[config.mk]
export PLATFORM = sky130hd
export DESIGN_NAME = responder_arbiter_flat
export DESIGN_NICKNAME = d
export VERILOG_FILES = /design/src/rtl/responder_arbiter_if.sv /design/src/rtl/responder_arbiter.sv /design/src/flat_wrapper.sv
export SDC_FILE = /design/constraint.sdc
export NUM_CORES = 1
export LEC_CHECK = 0
export CAP_MARGIN = 20
export CORE_UTILIZATION = 50
export CTS_BUF_LIST = sky130_fd_sc_hd__clkbuf_8
export DETAILED_ROUTE_END_ITERATION = 10
export PLACE_DENSITY_LB_ADDON = 0.12
export SLEW_MARGIN = 20
export SYNTH_ARGS = -nofsm -noshare
export SYNTH_HDL_FRONTEND = slang
export SYNTH_SLANG_ARGS = --single-unit
[constraint.sdc]
create_clock -name CLK -period 2.3 [get_ports CLK]
set_input_delay 0.46 -clock CLK [delete_from_list [all_inputs] [get_ports CLK]]
set_output_delay 0.46 -clock CLK [all_outputs]
set_load 0.03 [all_outputs]
[src/rtl/responder_arbiter_if.sv]
// -----------------------------------------------------------------------------
// responder_arbiter_if
// Bundles the host-facing and player-facing signals of the quiz responder
// arbiter.
//   master : host/testbench side, drives Start, Clear and Keys and observes the
//            winner, buzzer and timer outputs.
//   slave  : the arbiter itself.
// Signals:
//   Start         round enable, level
//   Clear         single-cycle re-arm pulse
//   Keys          player keys, active-low, asynchronous to CLK
//   LED_Out       one-hot winner LED
//   Player_Number winner index + 1, 0 = none
//   Buzzer        buzzer drive, high = sounding
//   Time_Left     seconds remaining in the answer window
//   Time_Up       high while the answer window has expired
//   Busy          high while a winner is locked or timed out
//   Disq_Mask     false-start disqualify mask (only with RESPONDER_FALSE_START_EN)
// -----------------------------------------------------------------------------
interface responder_arbiter_if #(
   parameter int N_PLAYERS = 8,
   parameter int PNUM_W    = 4
);

   logic                 Start;
   logic                 Clear;
   logic [N_PLAYERS-1:0] Keys;
   logic [N_PLAYERS-1:0] LED_Out;
   logic [PNUM_W-1:0]    Player_Number;
   logic                 Buzzer;
   logic [7:0]           Time_Left;
   logic                 Time_Up;
   logic                 Busy;
`ifdef RESPONDER_FALSE_START_EN
   logic [N_PLAYERS-1:0] Disq_Mask;

   modport master (
      output Start, Clear, Keys,
      input  LED_Out, Player_Number, Buzzer, Time_Left, Time_Up, Busy, Disq_Mask
   );

   modport slave (
      input  Start, Clear, Keys,
      output LED_Out, Player_Number, Buzzer, Time_Left, Time_Up, Busy, Disq_Mask
   );
`else
   modport master (
      output Start, Clear, Keys,
      input  LED_Out, Player_Number, Buzzer, Time_Left, Time_Up, Busy
   );

   modport slave (
      input  Start, Clear, Keys,
      output LED_Out, Player_Number, Buzzer, Time_Left, Time_Up, Busy
   );
`endif

endinterface

[src/rtl/responder_arbiter.sv]
// -----------------------------------------------------------------------------
// responder_arbiter
// N-player quiz responder. After Start, the first pressed key wins (lowest
// index on a tie), every other key is locked out. The winner's LED and number
// are shown, a buzzer pulse of BUZZ_CYCLES cycles is sounded, and an answer
// window of ANSWER_SECS seconds counts down. When it expires the buzzer pulses
// again and Time_Up is raised. Clear re-arms for the next question; dropping
// Start returns to idle with every output cleared.
//
// Ports:
//   CLK   system clock
//   Rstn  asynchronous active-low reset
//   bus   responder_arbiter_if.slave (Start, Clear, Keys in; LED_Out,
//         Player_Number, Buzzer, Time_Left, Time_Up, Busy [, Disq_Mask] out)
//
// Optional feature macro: RESPONDER_FALSE_START_EN
//   When defined, keys pressed while Start is low disqualify their player for
//   the following round; the mask is exposed on bus.Disq_Mask and is cleared
//   by reset or by the Start 1->0 transition that ends a round.
// -----------------------------------------------------------------------------
module responder_arbiter #(
   parameter int N_PLAYERS   = 8,
   parameter int PNUM_W      = 4,
   parameter int BUZZ_CYCLES = 25_000_000,
   parameter int SEC_CYCLES  = 50_000_000,
   parameter int ANSWER_SECS = 30
) (
   input  logic                CLK,
   input  logic                Rstn,
   responder_arbiter_if.slave  bus
);

   // Counter widths; a one-cycle period still needs a one-bit counter.
   localparam int BUZZ_W = (BUZZ_CYCLES > 1) ? $clog2(BUZZ_CYCLES) : 1;
   localparam int SEC_W  = (SEC_CYCLES  > 1) ? $clog2(SEC_CYCLES)  : 1;

   typedef enum logic [1:0] {
      ST_IDLE    = 2'd0,
      ST_ARMED   = 2'd1,
      ST_LOCKED  = 2'd2,
      ST_TIMEOUT = 2'd3
   } state_t;

   state_t               state_r;
   logic [N_PLAYERS-1:0] key_meta_r;
   logic [N_PLAYERS-1:0] key_sync_r;
   logic [N_PLAYERS-1:0] pressed_s;
   logic [N_PLAYERS-1:0] cand_s;
   logic [N_PLAYERS-1:0] grant_onehot_s;
   logic [PNUM_W-1:0]    grant_num_s;
   logic                 any_cand_s;
   logic                 buzz_last_s;
   logic                 sec_tick_s;

   logic [BUZZ_W-1:0]    buzz_cnt_r;
   logic [SEC_W-1:0]     sec_cnt_r;
   logic [N_PLAYERS-1:0] led_r;
   logic [PNUM_W-1:0]    pnum_r;
   logic                 buzzer_r;
   logic [7:0]           time_left_r;
   logic                 time_up_r;
   logic                 busy_r;

   // Index of the lowest set bit; scanning downward lets the lowest index win.
   function automatic logic [PNUM_W-1:0] lowest_idx(input logic [N_PLAYERS-1:0] vec);
      logic [PNUM_W-1:0] idx;
      idx = '0;
      for (int i = N_PLAYERS - 1; i >= 0; i--) begin
         idx = vec[i] ? PNUM_W'(i) : idx;
      end
      return idx;
   endfunction

   // Two-flop synchroniser; resets to the released (high) key level so that
   // no phantom press appears right after reset.
   always_ff @(posedge CLK or negedge Rstn) begin
      if (!Rstn) begin
         key_meta_r <= '1;
         key_sync_r <= '1;
      end else begin
         key_meta_r <= bus.Keys;
         key_sync_r <= key_meta_r;
      end
   end

   assign pressed_s = ~key_sync_r;

`ifdef RESPONDER_FALSE_START_EN
   logic [N_PLAYERS-1:0] disq_r;
   logic                 start_d_r;

   // False-start mask: collects presses made while idle with Start low and is
   // wiped when a round ends (Start falling).
   always_ff @(posedge CLK or negedge Rstn) begin
      if (!Rstn) begin
         disq_r    <= '0;
         start_d_r <= 1'b0;
      end else begin
         start_d_r <= bus.Start;
         if (start_d_r && !bus.Start) begin
            disq_r <= '0;
         end else if ((state_r == ST_IDLE) && !bus.Start) begin
            disq_r <= disq_r | pressed_s;
         end else begin
            disq_r <= disq_r;
         end
      end
   end

   assign cand_s        = pressed_s & ~disq_r;
   assign bus.Disq_Mask = disq_r;
`else
   assign cand_s = pressed_s;
`endif

   // Two's-complement trick isolates the lowest set bit as the one-hot grant.
   assign grant_onehot_s = cand_s & (~cand_s + N_PLAYERS'(1));
   assign grant_num_s    = lowest_idx(cand_s) + PNUM_W'(1);
   assign any_cand_s     = |cand_s;
   assign buzz_last_s    = (buzz_cnt_r == BUZZ_W'(BUZZ_CYCLES - 1));
   assign sec_tick_s     = (sec_cnt_r == SEC_W'(SEC_CYCLES - 1));

   // Main state machine with all outputs registered. Start low overrides
   // everything, then Clear, then key arbitration.
   always_ff @(posedge CLK or negedge Rstn) begin
      if (!Rstn) begin
         state_r     <= ST_IDLE;
         buzz_cnt_r  <= '0;
         sec_cnt_r   <= '0;
         led_r       <= '0;
         pnum_r      <= '0;
         buzzer_r    <= 1'b0;
         time_left_r <= 8'd0;
         time_up_r   <= 1'b0;
         busy_r      <= 1'b0;
      end else if (!bus.Start) begin
         state_r     <= ST_IDLE;
         buzz_cnt_r  <= '0;
         sec_cnt_r   <= '0;
         led_r       <= '0;
         pnum_r      <= '0;
         buzzer_r    <= 1'b0;
         time_left_r <= 8'd0;
         time_up_r   <= 1'b0;
         busy_r      <= 1'b0;
      end else begin
         case (state_r)
            ST_IDLE: begin
               state_r    <= ST_ARMED;
               buzz_cnt_r <= '0;
               sec_cnt_r  <= '0;
            end

            ST_ARMED: begin
               // No edge requirement: a key still held on re-arm wins at once.
               if (any_cand_s) begin
                  state_r     <= ST_LOCKED;
                  led_r       <= grant_onehot_s;
                  pnum_r      <= grant_num_s;
                  buzzer_r    <= 1'b1;
                  buzz_cnt_r  <= '0;
                  time_left_r <= 8'(ANSWER_SECS);
                  sec_cnt_r   <= '0;
                  busy_r      <= 1'b1;
               end else begin
                  state_r <= ST_ARMED;
               end
            end

            ST_LOCKED: begin
               if (bus.Clear) begin
                  state_r     <= ST_ARMED;
                  buzz_cnt_r  <= '0;
                  sec_cnt_r   <= '0;
                  led_r       <= '0;
                  pnum_r      <= '0;
                  buzzer_r    <= 1'b0;
                  time_left_r <= 8'd0;
                  time_up_r   <= 1'b0;
                  busy_r      <= 1'b0;
               end else begin
                  // Buzz counter saturates at its last value once the pulse ends.
                  if (buzzer_r) begin
                     if (buzz_last_s) begin
                        buzzer_r <= 1'b0;
                     end else begin
                        buzz_cnt_r <= buzz_cnt_r + BUZZ_W'(1);
                     end
                  end else begin
                     buzzer_r <= 1'b0;
                  end
                  if (sec_tick_s) begin
                     sec_cnt_r <= '0;
                     if (time_left_r == 8'd1) begin
                        // Window expired: restart the buzz pulse for the alarm.
                        state_r     <= ST_TIMEOUT;
                        time_left_r <= 8'd0;
                        time_up_r   <= 1'b1;
                        buzzer_r    <= 1'b1;
                        buzz_cnt_r  <= '0;
                     end else begin
                        time_left_r <= time_left_r - 8'd1;
                     end
                  end else begin
                     sec_cnt_r <= sec_cnt_r + SEC_W'(1);
                  end
               end
            end

            ST_TIMEOUT: begin
               if (bus.Clear) begin
                  state_r     <= ST_ARMED;
                  buzz_cnt_r  <= '0;
                  sec_cnt_r   <= '0;
                  led_r       <= '0;
                  pnum_r      <= '0;
                  buzzer_r    <= 1'b0;
                  time_left_r <= 8'd0;
                  time_up_r   <= 1'b0;
                  busy_r      <= 1'b0;
               end else if (buzzer_r) begin
                  if (buzz_last_s) begin
                     buzzer_r <= 1'b0;
                  end else begin
                     buzz_cnt_r <= buzz_cnt_r + BUZZ_W'(1);
                  end
               end else begin
                  buzzer_r <= 1'b0;
               end
            end

            default: begin
               state_r     <= ST_IDLE;
               buzz_cnt_r  <= '0;
               sec_cnt_r   <= '0;
               led_r       <= '0;
               pnum_r      <= '0;
               buzzer_r    <= 1'b0;
               time_left_r <= 8'd0;
               time_up_r   <= 1'b0;
               busy_r      <= 1'b0;
            end
         endcase
      end
   end

   assign bus.LED_Out       = led_r;
   assign bus.Player_Number = pnum_r;
   assign bus.Buzzer        = buzzer_r;
   assign bus.Time_Left     = time_left_r;
   assign bus.Time_Up       = time_up_r;
   assign bus.Busy          = busy_r;

endmodule

[src/flat_wrapper.sv]
// flat-port wrapper written by rule: the top's interface ports become plain ports
module responder_arbiter_flat 
#(
   parameter int N_PLAYERS   = 8,
   parameter int PNUM_W      = 4,
   parameter int BUZZ_CYCLES = 25_000_000,
   parameter int SEC_CYCLES  = 50_000_000,
   parameter int ANSWER_SECS = 30
)
  (CLK, Rstn, bus_Start, bus_Clear, bus_Keys, bus_LED_Out, bus_Player_Number, bus_Buzzer, bus_Time_Left, bus_Time_Up, bus_Busy);
  responder_arbiter_if #(.N_PLAYERS(N_PLAYERS), .PNUM_W(PNUM_W)) bus_i ();
  input  logic CLK;
  input  logic Rstn;
  input wire logic [$bits(bus_i.Start)-1:0] bus_Start;
  input wire logic [$bits(bus_i.Clear)-1:0] bus_Clear;
  input wire logic [$bits(bus_i.Keys)-1:0] bus_Keys;
  output wire logic [$bits(bus_i.LED_Out)-1:0] bus_LED_Out;
  output wire logic [$bits(bus_i.Player_Number)-1:0] bus_Player_Number;
  output wire logic [$bits(bus_i.Buzzer)-1:0] bus_Buzzer;
  output wire logic [$bits(bus_i.Time_Left)-1:0] bus_Time_Left;
  output wire logic [$bits(bus_i.Time_Up)-1:0] bus_Time_Up;
  output wire logic [$bits(bus_i.Busy)-1:0] bus_Busy;
  assign bus_i.Start = bus_Start;
  assign bus_i.Clear = bus_Clear;
  assign bus_i.Keys = bus_Keys;
  assign bus_LED_Out = bus_i.LED_Out;
  assign bus_Player_Number = bus_i.Player_Number;
  assign bus_Buzzer = bus_i.Buzzer;
  assign bus_Time_Left = bus_i.Time_Left;
  assign bus_Time_Up = bus_i.Time_Up;
  assign bus_Busy = bus_i.Busy;
  responder_arbiter #(.N_PLAYERS(N_PLAYERS), .PNUM_W(PNUM_W), .BUZZ_CYCLES(BUZZ_CYCLES), .SEC_CYCLES(SEC_CYCLES), .ANSWER_SECS(ANSWER_SECS)) u_core (.CLK(CLK), .Rstn(Rstn), .bus(bus_i));
endmodule
==> results.ini <==
[clock_network]
cts_tree=built
cts.sinks=92
clk_latency_ns=0.37
clockBufferDepth=2
cts_root_buf=clkbuf_8
cts_buffers=9
clk_pin_slew_worst_paths_ns=0.09
htree_num_levels=3

[synthesis]
ys_warn_count=0
syn_inst=497
yosys.cell_types.count=58
avgSynthCellArea_um2=9.534
syn-num-nets=517
synth_top_cell_by_area=dfrtp_1
synth-edff-count=0
yosys.area.top_type_share=0.4014
ys_seq_area_frac=0.4901
mappedNetlistArea_mm2=0.004738
synthTopCellsByArea=dfrtp_1 (40%), dfstp_2 (8.9%), nand2_1 (4.5%), xnor2_1 (3.5%), nor2_1 (3.4%)
async_flop_share=1.000
synth-seq-cells=92
synth-main-ff-cell=dfrtp_1

[floorplanning]
die_x_um=99.35
ioPinCount=35
die_h_um=99.35
initial_core_util=0.5152
die_area_mm2=0.009869
core_mm2=0.009196
rows=35

[timing]
post-route-min-period_ns=2.196
hold_ws_ns=0.3561
worst_pin_slew_ns=0.6435
finalWorstSetupSlack_ns=0.1043
tns_ns=0
rsz0062_at_grt=no
relSlewSlack=0.5670
setup_violations=0
slew_viol_final=0
clock_skew_ns=0.01184
max_freq_mhz=455.4
final.period_utilization=0.9546
hold_viol=0

[critical_path]
critPathLaunchType=flop
crit_chain=ha_4, and3_1, nand2_1, or4_4, and2_1, buf_4, nor2_2, buf_12, nor2_1
slowest_stage=or4_4
required_ns=2.57
critPathMaxFanout=9
slowest_delay_ns=0.59
crit_type=flop to flop
worstSetupEndpointType=flop
arrival_ns=2.46

[place]
pre_cts_slack_ns=-0.07966
place_inst=676
io_buffers=34
dpl.hpwl_mm=7.928
gp_congestion=0.8465

[global_routing]
grt_pass1_wl_mm=18.77
gr-total-overflow=0
antenna_found_initial=0
grt_max_degree=50
grt.total_usage=0.2392
grt_pass1_vias=3957

[finish]
drive_gt1_frac=0.1698
syn_to_final_growth_pct=22.42
fin_util=0.6307
nNetsFinal=598
fillers=775
instances_no_fill=694
n_antenna_cell=0

[pwr]
vdd_drop_max_v=0.0004134
p_leak_nw=2.385
powerDensity_mw_per_mm2=646.0

[routing]
drc_errors=0
drt-total-wl_mm=10.89
drt-initial-drc-count=268
vias=3971
vias_per_cell=5.722
firstDrtPassIters=5
wire_per_inst_um=15.69
ant_nets=0

[job]
maxCapViolCount=0

[run_status]
status=finished, final reports clean

[hold_path]
min_path_type=flop to flop

[final timing paths]
| check | startpoint | to | slack [ns] | cells past startpoint |
|---|---|---|---|---|
| setup reg to reg | u_core.sec_cnt_r[1] | u_core.sec_cnt_r[24] | 0.10 | 9 |
| min in group asynchronous | Rstn | u_core.bus.LED_Out[4] | 0.47 | 2 |
| max in group asynchronous | Rstn | u_core.key_sync_r[6] | 1.14 | 3 |
| hold / removal | u_core.key_meta_r[1] | u_core.key_sync_r[1] | 0.36 | 0 |
| setup / recovery | u_core.sec_cnt_r[1] | u_core.sec_cnt_r[24] | 0.10 | 9 |
| hold reg to reg | u_core.key_meta_r[1] | u_core.key_sync_r[1] | 0.36 | 0 |
[flip-flops by register name (all words and copies together) (netlist names)]
signal / flops
u_core.bus.Busy: 1
u_core.bus.Buzzer: 1
u_core.bus.Time_Up: 1
u_core.bus.Time_Left: 8
u_core.bus.LED_Out: 8
u_core.state_r: 2
u_core.bus.Player_Number: 4
u_core.sec_cnt_r: 26
u_core.buzz_cnt_r: 25
u_core.key_meta_r: 8
u_core.key_sync_r: 8
[timing repair]
item	4_1_cts	5_1_grt
resized for setup	0	4
setup endpoints to repair	0	31
hold endpoints to repair	10	0
hold buffers	1	0
buffers inserted	0	1
[worst max-delay path: cells and delay by family, from the launching register on]
family | cells | cell delay [ns]
and+or+nand+nor | 6 | 1.25
DFF | 1 | 0.41
adders and majority gates | 1 | 0.15
buffers and inverters | 2 | 0.28
[metal layers]
layer | GRT usage | up-vias | routed length [um]
met5 | 0 | - | 0
met4 | 0.08937 | 0 | 201
met3 | 0.04708 | 16 | 338
met2 | 0.3953 | 64 | 5333
met1 | 0.3127 | 1924 | 5015
li1 | - | 1967 | -
[final cells by class]
type | count | area [um^2] | area share
Sequential cell | 92 | 2322 | 0.4003
Inverter | 12 | 45.04 | 0.007765
Clock inverter | 7 | 97.59 | 0.01682
Multi-Input combinational cell | 376 | 2310 | 0.3982
Tap cell | 111 | 138.9 | 0.02394
Timing Repair Buffer | 87 | 763.2 | 0.1316
Clock buffer | 9 | 123.9 | 0.02135
[kinds of logic (layout without fill, tap and decap cells)]
| kind of cell | after synthesis | after routing | share of synthesized area |
|---|---|---|---|
| buffers and inverters | 29 | 115 | 0.02667 |
| xor gates and xnor gates | 28 | 28 | 0.05176 |
| and+or+nand+nor | 237 | 237 | 0.2601 |
| adders and majority gates | 8 | 8 | 0.02113 |
| DFF | 92 | 92 | 0.4901 |
| AOI/OAI and AO/OA | 103 | 103 | 0.1503 |
[cell usage after synthesis (4+ instances only)]
| master | count |
|---|---|
| a21oi_1 | 14 |
| a31oi_1 | 6 |
| a32o_1 | 4 |
| and2_1 | 5 |
| and3_1 | 15 |
| and4_1 | 5 |
| buf_2 | 5 |
| clkbuf_1 | 10 |
| dfrtp_1 | 76 |
| dfstp_2 | 16 |
| ha_1 | 8 |
| inv_1 | 12 |
| nand2_1 | 57 |
| nand2b_1 | 6 |
| nand3_1 | 30 |
| nand3b_1 | 4 |
| nand4_1 | 13 |
| nor2_1 | 43 |
| nor2b_1 | 9 |
| nor3_1 | 19 |
| nor4_1 | 13 |
| o21ai_0 | 28 |
| o21ai_1 | 10 |
| o31ai_1 | 13 |
| xnor2_1 | 19 |
| xor2_1 | 9 |
[power breakdown]
| group | switching, mW | leakage [nW] | internal (mW) |
|---|---|---|---|
| Clock | 0.589 | 0.112 | 0.617 |
| Combinational | 0.443 | 1.05 | 0.316 |
| Sequential | 0.0795 | 1.22 | 1.70 |
| Total | 1.11 | 2.38 | 2.64 |
[metrics by stage]
stage | cell area [um^2] | power (mW)
2_1_floorplan | 4738 | 2.236
3_3_place_gp | 5542 | 2.557
3_5_place_dp | 5542 | 2.568
4_1_cts | 5773 | 3.794
5_1_grt | 5801 | 3.939
6_report | 5801 | 3.747
[cells in the final DEF, fill, tap and decap left out, types with 13 or more instances in the layout]
| master | synthesis | routed |
|---|---|---|
| o21ai_0 | 28 | 28 |
| inv_1 | 12 | 13 |
| dfstp_2 | 16 | 16 |
| clkdlybuf4s50_1 | 0 | 33 |
| and3_1 | 15 | 14 |
| nand2_1 | 57 | 57 |
| nor3_1 | 19 | 19 |
| o31ai_1 | 13 | 13 |
| nand4_1 | 13 | 13 |
| a21oi_1 | 14 | 14 |
| nor2_1 | 43 | 43 |
| dfrtp_1 | 76 | 76 |
| buf_4 | 1 | 51 |
| xnor2_1 | 19 | 19 |
| nand3_1 | 30 | 30 |
Power figures use the tool's default switching activity.
